`config.mk`:
```
export PLATFORM = sky130hd
export DESIGN_NAME = seven_seg_scan_controller
export DESIGN_NICKNAME = d
export VERILOG_FILES = /design/src/rtl/seven_seg_scan_controller.sv
export SDC_FILE = /design/constraint.sdc
export NUM_CORES = 1
export LEC_CHECK = 0
export CORE_MARGIN = 2
export CORE_UTILIZATION = 30
export CTS_CLUSTER_SIZE = 14
export DETAILED_ROUTE_END_ITERATION = 8
export HOLD_SLACK_MARGIN = 0.08
export SYNTH_ARGS = -nofsm -noshare
export SYNTH_HDL_FRONTEND = slang
export SYNTH_SLANG_ARGS = --single-unit
```
`constraint.sdc`:
```
create_clock -name clk -period 2.64 [get_ports clk]
set_input_delay 0.396 -clock clk [delete_from_list [all_inputs] [get_ports clk]]
set_output_delay 0.396 -clock clk [all_outputs]
set_load 0.02 [all_outputs]
```
`src/rtl/seven_seg_scan_controller.sv`:
```
// Four-digit common-anode 7-segment scan controller with blanking and tear-free frame commits.
// Optional build macro LEADING_ZERO_BLANK_EN suppresses zero digits above the most significant non-zero digit.
module seven_seg_scan_controller #(
    parameter int unsigned REFRESH_DIV  = 50000,
    parameter int unsigned BLANK_CYCLES = 500
) (
    input  logic        clk,
    input  logic        rst_n,
    input  logic        load_valid,
    output logic        load_ready,
    input  logic [15:0] digits_in,
    output logic [6:0]  seg,
    output logic [3:0]  an,
    output logic        frame_tick
);

    localparam int unsigned    CNT_W     = (REFRESH_DIV > 1) ? $clog2(REFRESH_DIV) : 1;
    localparam logic [CNT_W-1:0] CNT_MAX = CNT_W'(REFRESH_DIV - 1);
    localparam logic [CNT_W-1:0] CNT_PRE = CNT_W'(REFRESH_DIV - 2);
    localparam logic [CNT_W-1:0] CNT_BLK = CNT_W'(BLANK_CYCLES);

    localparam logic [6:0] SEG_OFF = 7'b1111111;
    localparam logic [3:0] AN_OFF  = 4'b1111;

    function automatic logic [6:0] seg_decode(input logic [3:0] nib);
        logic [6:0] pat;
        case (nib)
            4'd0:    pat = 7'b1000000;
            4'd1:    pat = 7'b1111001;
            4'd2:    pat = 7'b0100100;
            4'd3:    pat = 7'b0110000;
            4'd4:    pat = 7'b0011001;
            4'd5:    pat = 7'b0010010;
            4'd6:    pat = 7'b0000010;
            4'd7:    pat = 7'b1111000;
            4'd8:    pat = 7'b0000000;
            4'd9:    pat = 7'b0010000;
            default: pat = 7'b0111111;
        endcase
        return pat;
    endfunction

    logic [CNT_W-1:0] cnt_q, cnt_d;
    logic [1:0]       idx_q, idx_d;
    logic [15:0]      pending_q, pending_d;
    logic             pending_full_q, pending_full_d;
    logic [15:0]      display_q, display_d;
    logic             load_ready_q, load_ready_d;
    logic             frame_tick_q, frame_tick_d;
    logic [6:0]       seg_q, seg_d;
    logic [3:0]       an_q, an_d;

    logic             slot_end_s;
    logic             commit_s;
    logic             accept_s;
    logic             blank_s;
    logic             suppress_s;
    logic [3:0]       cur_nib_s;

    // Scan timing, handshake, frame commit and next-cycle pin values.
    always_comb begin
        cnt_d          = cnt_q;
        idx_d          = idx_q;
        pending_d      = pending_q;
        pending_full_d = pending_full_q;
        display_d      = display_q;
        seg_d          = SEG_OFF;
        an_d           = AN_OFF;
        suppress_s     = 1'b0;
        cur_nib_s      = 4'd0;

        slot_end_s = (cnt_q == CNT_MAX);
        commit_s   = slot_end_s && (idx_q == 2'd3);
        accept_s   = load_valid && load_ready_q;

        if (slot_end_s) begin
            cnt_d = '0;
            idx_d = idx_q + 2'd1;
        end else begin
            cnt_d = cnt_q + CNT_W'(1);
        end

        // Commit drains the old pending value first; acceptance only happens when pending was empty.
        if (commit_s && pending_full_q) begin
            display_d      = pending_q;
            pending_full_d = 1'b0;
        end else begin
            display_d = display_q;
        end

        if (accept_s) begin
            pending_d      = digits_in;
            pending_full_d = 1'b1;
        end else begin
            pending_d = pending_q;
        end

        load_ready_d = !pending_full_d;
        // Look one cycle ahead so the registered pulse lands on the commit cycle itself.
        frame_tick_d = (idx_q == 2'd3) && (cnt_q == CNT_PRE);

        case (idx_q)
            2'd0:    cur_nib_s = display_q[3:0];
            2'd1:    cur_nib_s = display_q[7:4];
            2'd2:    cur_nib_s = display_q[11:8];
            2'd3:    cur_nib_s = display_q[15:12];
            default: cur_nib_s = 4'd0;
        endcase

`ifdef LEADING_ZERO_BLANK_EN
        case (idx_q)
            2'd1:    suppress_s = (display_q[15:4] == 12'd0);
            2'd2:    suppress_s = (display_q[15:8] == 8'd0);
            2'd3:    suppress_s = (display_q[15:12] == 4'd0);
            default: suppress_s = 1'b0;
        endcase
`else
        suppress_s = 1'b0;
`endif

        blank_s = (cnt_q < CNT_BLK);

        if (blank_s || suppress_s) begin
            seg_d = SEG_OFF;
            an_d  = AN_OFF;
        end else begin
            seg_d = seg_decode(cur_nib_s);
            an_d  = ~(4'b0001 << idx_q);
        end
    end

    // State and output registers; reset darkens the display without waiting for a clock.
    always_ff @(posedge clk or negedge rst_n) begin
        if (!rst_n) begin
            cnt_q          <= '0;
            idx_q          <= 2'd0;
            pending_q      <= 16'd0;
            pending_full_q <= 1'b0;
            display_q      <= 16'd0;
            load_ready_q   <= 1'b1;
            frame_tick_q   <= 1'b0;
            seg_q          <= SEG_OFF;
            an_q           <= AN_OFF;
        end else begin
            cnt_q          <= cnt_d;
            idx_q          <= idx_d;
            pending_q      <= pending_d;
            pending_full_q <= pending_full_d;
            display_q      <= display_d;
            load_ready_q   <= load_ready_d;
            frame_tick_q   <= frame_tick_d;
            seg_q          <= seg_d;
            an_q           <= an_d;
        end
    end

    assign load_ready = load_ready_q;
    assign frame_tick = frame_tick_q;
    assign seg        = seg_q;
    assign an         = an_q;

endmodule

```
# Word level (Yosys, flattened, before mapping)
# Memories as Yosys holds them, arrays and structs flattened.
# Index checks and enable logic that the tools add are counted.
[word_totals] regBits=64 romBits=112 inputBits=19 out_inout_bits=13 elab_cells=32 mem_count=1
[classes] add_sub_neg=2 magnitude_cmp=1 eq_ne=5 shifts=1 muxes=6 bitwise=1 n_reduce_logical=6
[mem_list] memory="(name not given)" words=16 word_bits=7 read_ports=1 rd_ports_with_merged_regs=0 wr=0 line="27" source="case (nib)"
[op_table] cell="16-bit == test (second input constant)" n=2
[op_table] cell="16-bit by 1-bit adder with 16-bit output (second input constant)" n=1
[op_table] cell="16-bit by 9-bit < comparator with 1-bit output (second input constant)" n=1
[op_table] cell="16-bit 2-to-1 mux" n=1
[op_table] cell="4-bit one-hot mux with 4 select lines" n=1
[op_table] cell="7-bit 2-to-1 mux" n=1
[op_table] cell="2-bit == test (second input constant)" n=2
[op_table] cell="1-bit logical AND" n=4
[op_table] cell="4-bit 2-to-1 mux" n=1
[op_table] cell="4-bit inverter" n=1
[op_table] cell="1-bit by 2-bit left shift with 4-bit output (first input constant)" n=1
[op_table] cell="2-bit by 1-bit adder with 2-bit output (second input constant)" n=1
[op_table] cell="2-bit by 1-bit == test with 1-bit output (second input constant)" n=1
[op_table] cell="2-bit logical NOT" n=1
[op_table] cell="1-bit 2-to-1 mux" n=2
[op_table] cell="1-bit logical NOT" n=1

# Longest topological paths before layout
[logic_depth] ltp_word=6 mapped_depth=9 ltp_nobuf=9

# Worst setup path before layout
# OpenSTA, ideal clock, no wires.
[synth_path] kind="register to register" from="register cnt_q[12]" to="register display_q[0]" setup_ns=0.127 arrival_ns=2.071 required_time_ns=2.513 setup_slack_ns=0.441 stages_incl_launch_ff=7 path_buffers=2 synth_period_minus_slack_ns=2.199 path_cell_list="dfrtp_1 or4_4 nor4_4 and3_1 buf_4 buf_8 mux2_1"
[synth_via] elab_chain_len=3
[synth_lines] item="start, declared" line="43" source="logic [CNT_W-1:0] cnt_q, cnt_d;"
[synth_lines] item="start signal, assigned" line="145" source="cnt_q <= cnt_d;"
[synth_lines] item="16-bit == test" line="72" source="slot_end_s = (cnt_q == CNT_MAX);"
[synth_lines] item="1-bit logical AND" line="73" source="commit_s = slot_end_s && (idx_q == 2'd3);"
[synth_lines] item="1-bit logical AND" line="84" source="if (commit_s && pending_full_q) begin"
[synth_lines] item="end signal, assigned" line="149" source="display_q <= display_d;"
[synth_lines] item="end, declared" line="47" source="logic [15:0] display_q, display_d;"
# Every way passes these cells.
# A chain may end at the register's enable or synchronous reset.

# Worst setup path in the final report
[layout_path] from="register idx_q[1]" to="register seg_q[0], in the netlist seg[0]"
[layout_via] elab_chain_len=4 word_cells_on_any_way=7 cone_classes="eq/ne (3); mux (2); reduce/logical (1); memory (1)"
[layout_lines] item="start, declared" line="44" source="logic [1:0] idx_q, idx_d;"
[layout_lines] item="start signal, assigned" line="146" source="idx_q <= idx_d;"
[layout_lines] item="2-bit == test, or another cell as far along" line="102" source="case (idx_q)"
[layout_lines] item="4-bit one-hot mux with 4 select lines (*)" line="102"
[layout_lines] item="memory read 16 x 7 bit (*)"
[layout_lines] item="7-bit 2-to-1 mux (*)" line="123" source="if (blank_s || suppress_s) begin"
[layout_lines] item="via seg_d[0]" line="50" source="logic [6:0] seg_q, seg_d;"
[layout_lines] item="end signal, assigned" line="152" source="seg_q <= seg_d;"
[layout_lines] item="end, declared" line="50"
# The timed path passes the listed nets; every way through them passes the cells marked *.

==> results_dict.tcl <==
set metrics [dict create \
    synth_top_area_cell "dfrtp_1" \
    area_delta_synth_final_pct 23.34 \
    routedWlPerCell_um 14.25 \
    stdcell_count 378 \
    worstMarginPinSlew_ns 0.7141 \
    synth_flop_cell "dfrtp_1" \
    die_y_um 101.3 \
    cts_max_path_buffers 2 \
    max_cap_violations 0 \
    grt_max_degree 37 \
    dp_slack_ns 0.2810 \
    num_rows 35 \
    netlist_area_um2 2841 \
    worst-path-max-fanout 11 \
    crit_required_ns 2.92 \
    numCtsBuffers 9 \
    chipWidth_um 101.3 \
    cts_sinks 64 \
    diodes 0 \
    ys_types 40 \
    synth_edf_count 0 \
    hold_buffers 0 \
    drive_above_1_share_pct 21.72 \
    path_class "reg2reg" \
    yosys.cell_count.top_type "dfrtp_1" \
    first_global_vias 1891 \
    cts_root_buffer "clkbuf_8" \
    cts_tree "yes" \
    drtIter0Drc 91 \
    drv_slew 0 \
    ant_nets 0 \
    gp_congestion 0.8295 \
    relSlewSlack_pct 52.28 \
    grt_overflow 0 \
    timing.final.crit_share_pct 85.87 \
    rsz0062_at_grt "no" \
    hold_viol_final 0 \
    syn_inst 223 \
    synth_seq_cells 64 \
    cp-start-kind "flop" \
    finClkSkew_ns 0.01089 \
    worstPathArrival_ns 2.54 \
    postSynthAreaPerCell_um2 12.74 \
    p_leak_nw 1.554 \
    io_pins 32 \
    antenna_found_initial 0 \
    fin_nets 291 \
    ir_drop_v 0.0002573 \
    yosys-top-cells-count "52 x dfrtp_1, 23 x mux2_2, 12 x dfstp_2, 12 x nand2_1, 11 x inv_1" \
    grt_pass1_wl_um 9439 \
    fmax_mhz 441.1 \
    setup_viol 0 \
    drcViolationCount 0 \
    clk_latency_ns 0.35 \
    ctsHtreeMaxLevel 3 \
    core_um2 9196 \
    ctsResizeCount 0 \
    power_density_nw_per_um2 609.2 \
    holdCritPathClass "in2async" \
    place.detailed.hpwl_um 3747 \
    vias 1815 \
    synth.top_cell.area_share_pct 45.79 \
    yosys_warnings 0 \
    dieArea_um2 10270 \
    fin_util_pct 38.11 \
    dr.pass1.iters 5 \
    clkTransAtPathRegs_ns 0.06 \
    vias_per_cell 4.802 \
    layout_min_cycle_time_ns 2.267 \
    status "completed" \
    postCtsSetupBuffers 0 \
    async_reset_ff_share_pct 100.0 \
    ys_top_cells_by_area "dfrtp_1 46%, dfstp_2 11%, mux2_2 9.1%, ha_1 4.4%, mux2_1 4.0%" \
    dp_cells 362 \
    yosysSeqAreaShare_pct 56.89 \
    syn-num-nets 252 \
    port_buffers 31 \
    critPathCaptureType "flop" \
    worst_slack_ns 0.3731 \
    tns_ns 0 \
    routed_wl_um 5385 \
    grt_use_total_pct 11.85 \
    start_util_pct 30.90 \
]
## layer usage
layer / wire (um) / vias up / part of all wire (%) / track usage, %
met3: 284 / 9 / 5.3 / 3.934
met4: 88 / 0 / 1.6 / 4.990
met5: 0 / - / 0 / 0
li1: - / 871 / - / -
met2: 2403 / 44 / 45 / 16.81
met1: 2608 / 891 / 48 / 16.56
## cell usage in the layout, fill, tap and decap left out, types with 3 or more instances in the layout
cell and count:
ha_1 10, clkdlybuf4s50_1 30, nand2_1 12, xor2_1 8
a222oi_1 4, inv_1 11, clkbuf_8 9, nand4_1 5
dfstp_2 12, and3_1 5, clkbuf_1 4, nor2_1 9
mux2_1 10, xnor2_1 4, o21ai_0 9, mux2_2 23
buf_4 5, a21oi_1 3, dfrtp_1 52, nand3_1 9
mux2i_1 3
## cell type report
class	instances	area, um^2
clock inverters	3	67.56
well taps	111	138.9
repair buffers	37	362.8
fillers	893	5692
flip-flops and latches	64	1617
multi-input cells	139	1139
inverters	11	41.29
clock buffers	13	138.9
## critical path, stage by stage, from the launching register on
cell	delay, ns
dfrtp_1	0.38
inv_1	0.10
ha_1	0.26
a222oi_1	0.39
mux2i_2	0.25
or4b_2	0.73
nand3_1	0.10
## power by group
group	switching, mW	total [mW]	leakage (nW)	internal [mW]
registers	0.0449	1.10	0.798	1.06
logic	0.0460	0.132	0.658	0.0861
clock network	0.364	0.898	0.0978	0.534
## metrics by stage
stage	hold WS [ns]	instance area [um^2]	power, mW
2_1_floorplan	0.1004	2841	1.176
3_3_place_gp	0.4713	3294	1.251
3_5_place_dp	0.4773	3294	1.260
4_1_cts	0.1085	3501	2.170
5_1_grt	0.1487	3505	2.230
6_report	0.09155	3505	2.135
## worst paths after layout
| path | startpoint | endpoint | slack (ns) | cells after the start |
|---|---|---|---|---|
| worst max-delay path | idx_q[1] | seg[0] | 0.37 | 6 |
| worst min-delay path | rst_n | cnt_q[11] | 0.09 | 1 |
| worst max register to register | idx_q[1] | seg[0] | 0.37 | 6 |
| worst min register to register | pending_full_q | load_ready | 0.49 | 1 |
| max in group asynchronous | rst_n | load_ready | 1.87 | 2 |
| min in group clk | pending_full_q | load_ready | 0.49 | 1 |
## registers in the layout (all words and copies together), names as in the netlist
name	count
pending_full_q	1
frame_tick	1
idx_q	2
seg	7
cnt_q	16
load_ready	1
pending_q	16
an	4
display_q	16
## logic make-up after synthesis
group,synth area share (%)
AND/OR/NAND/NOR,10.44
XOR/XNOR,3.699
flip-flops,56.89
buffers and inverters,3.171
multiplexers,14.49
AO/OA/AOI/OAI,6.913
adder cells (fa/ha/maj),4.403
Power figures use the tool's default switching activity.
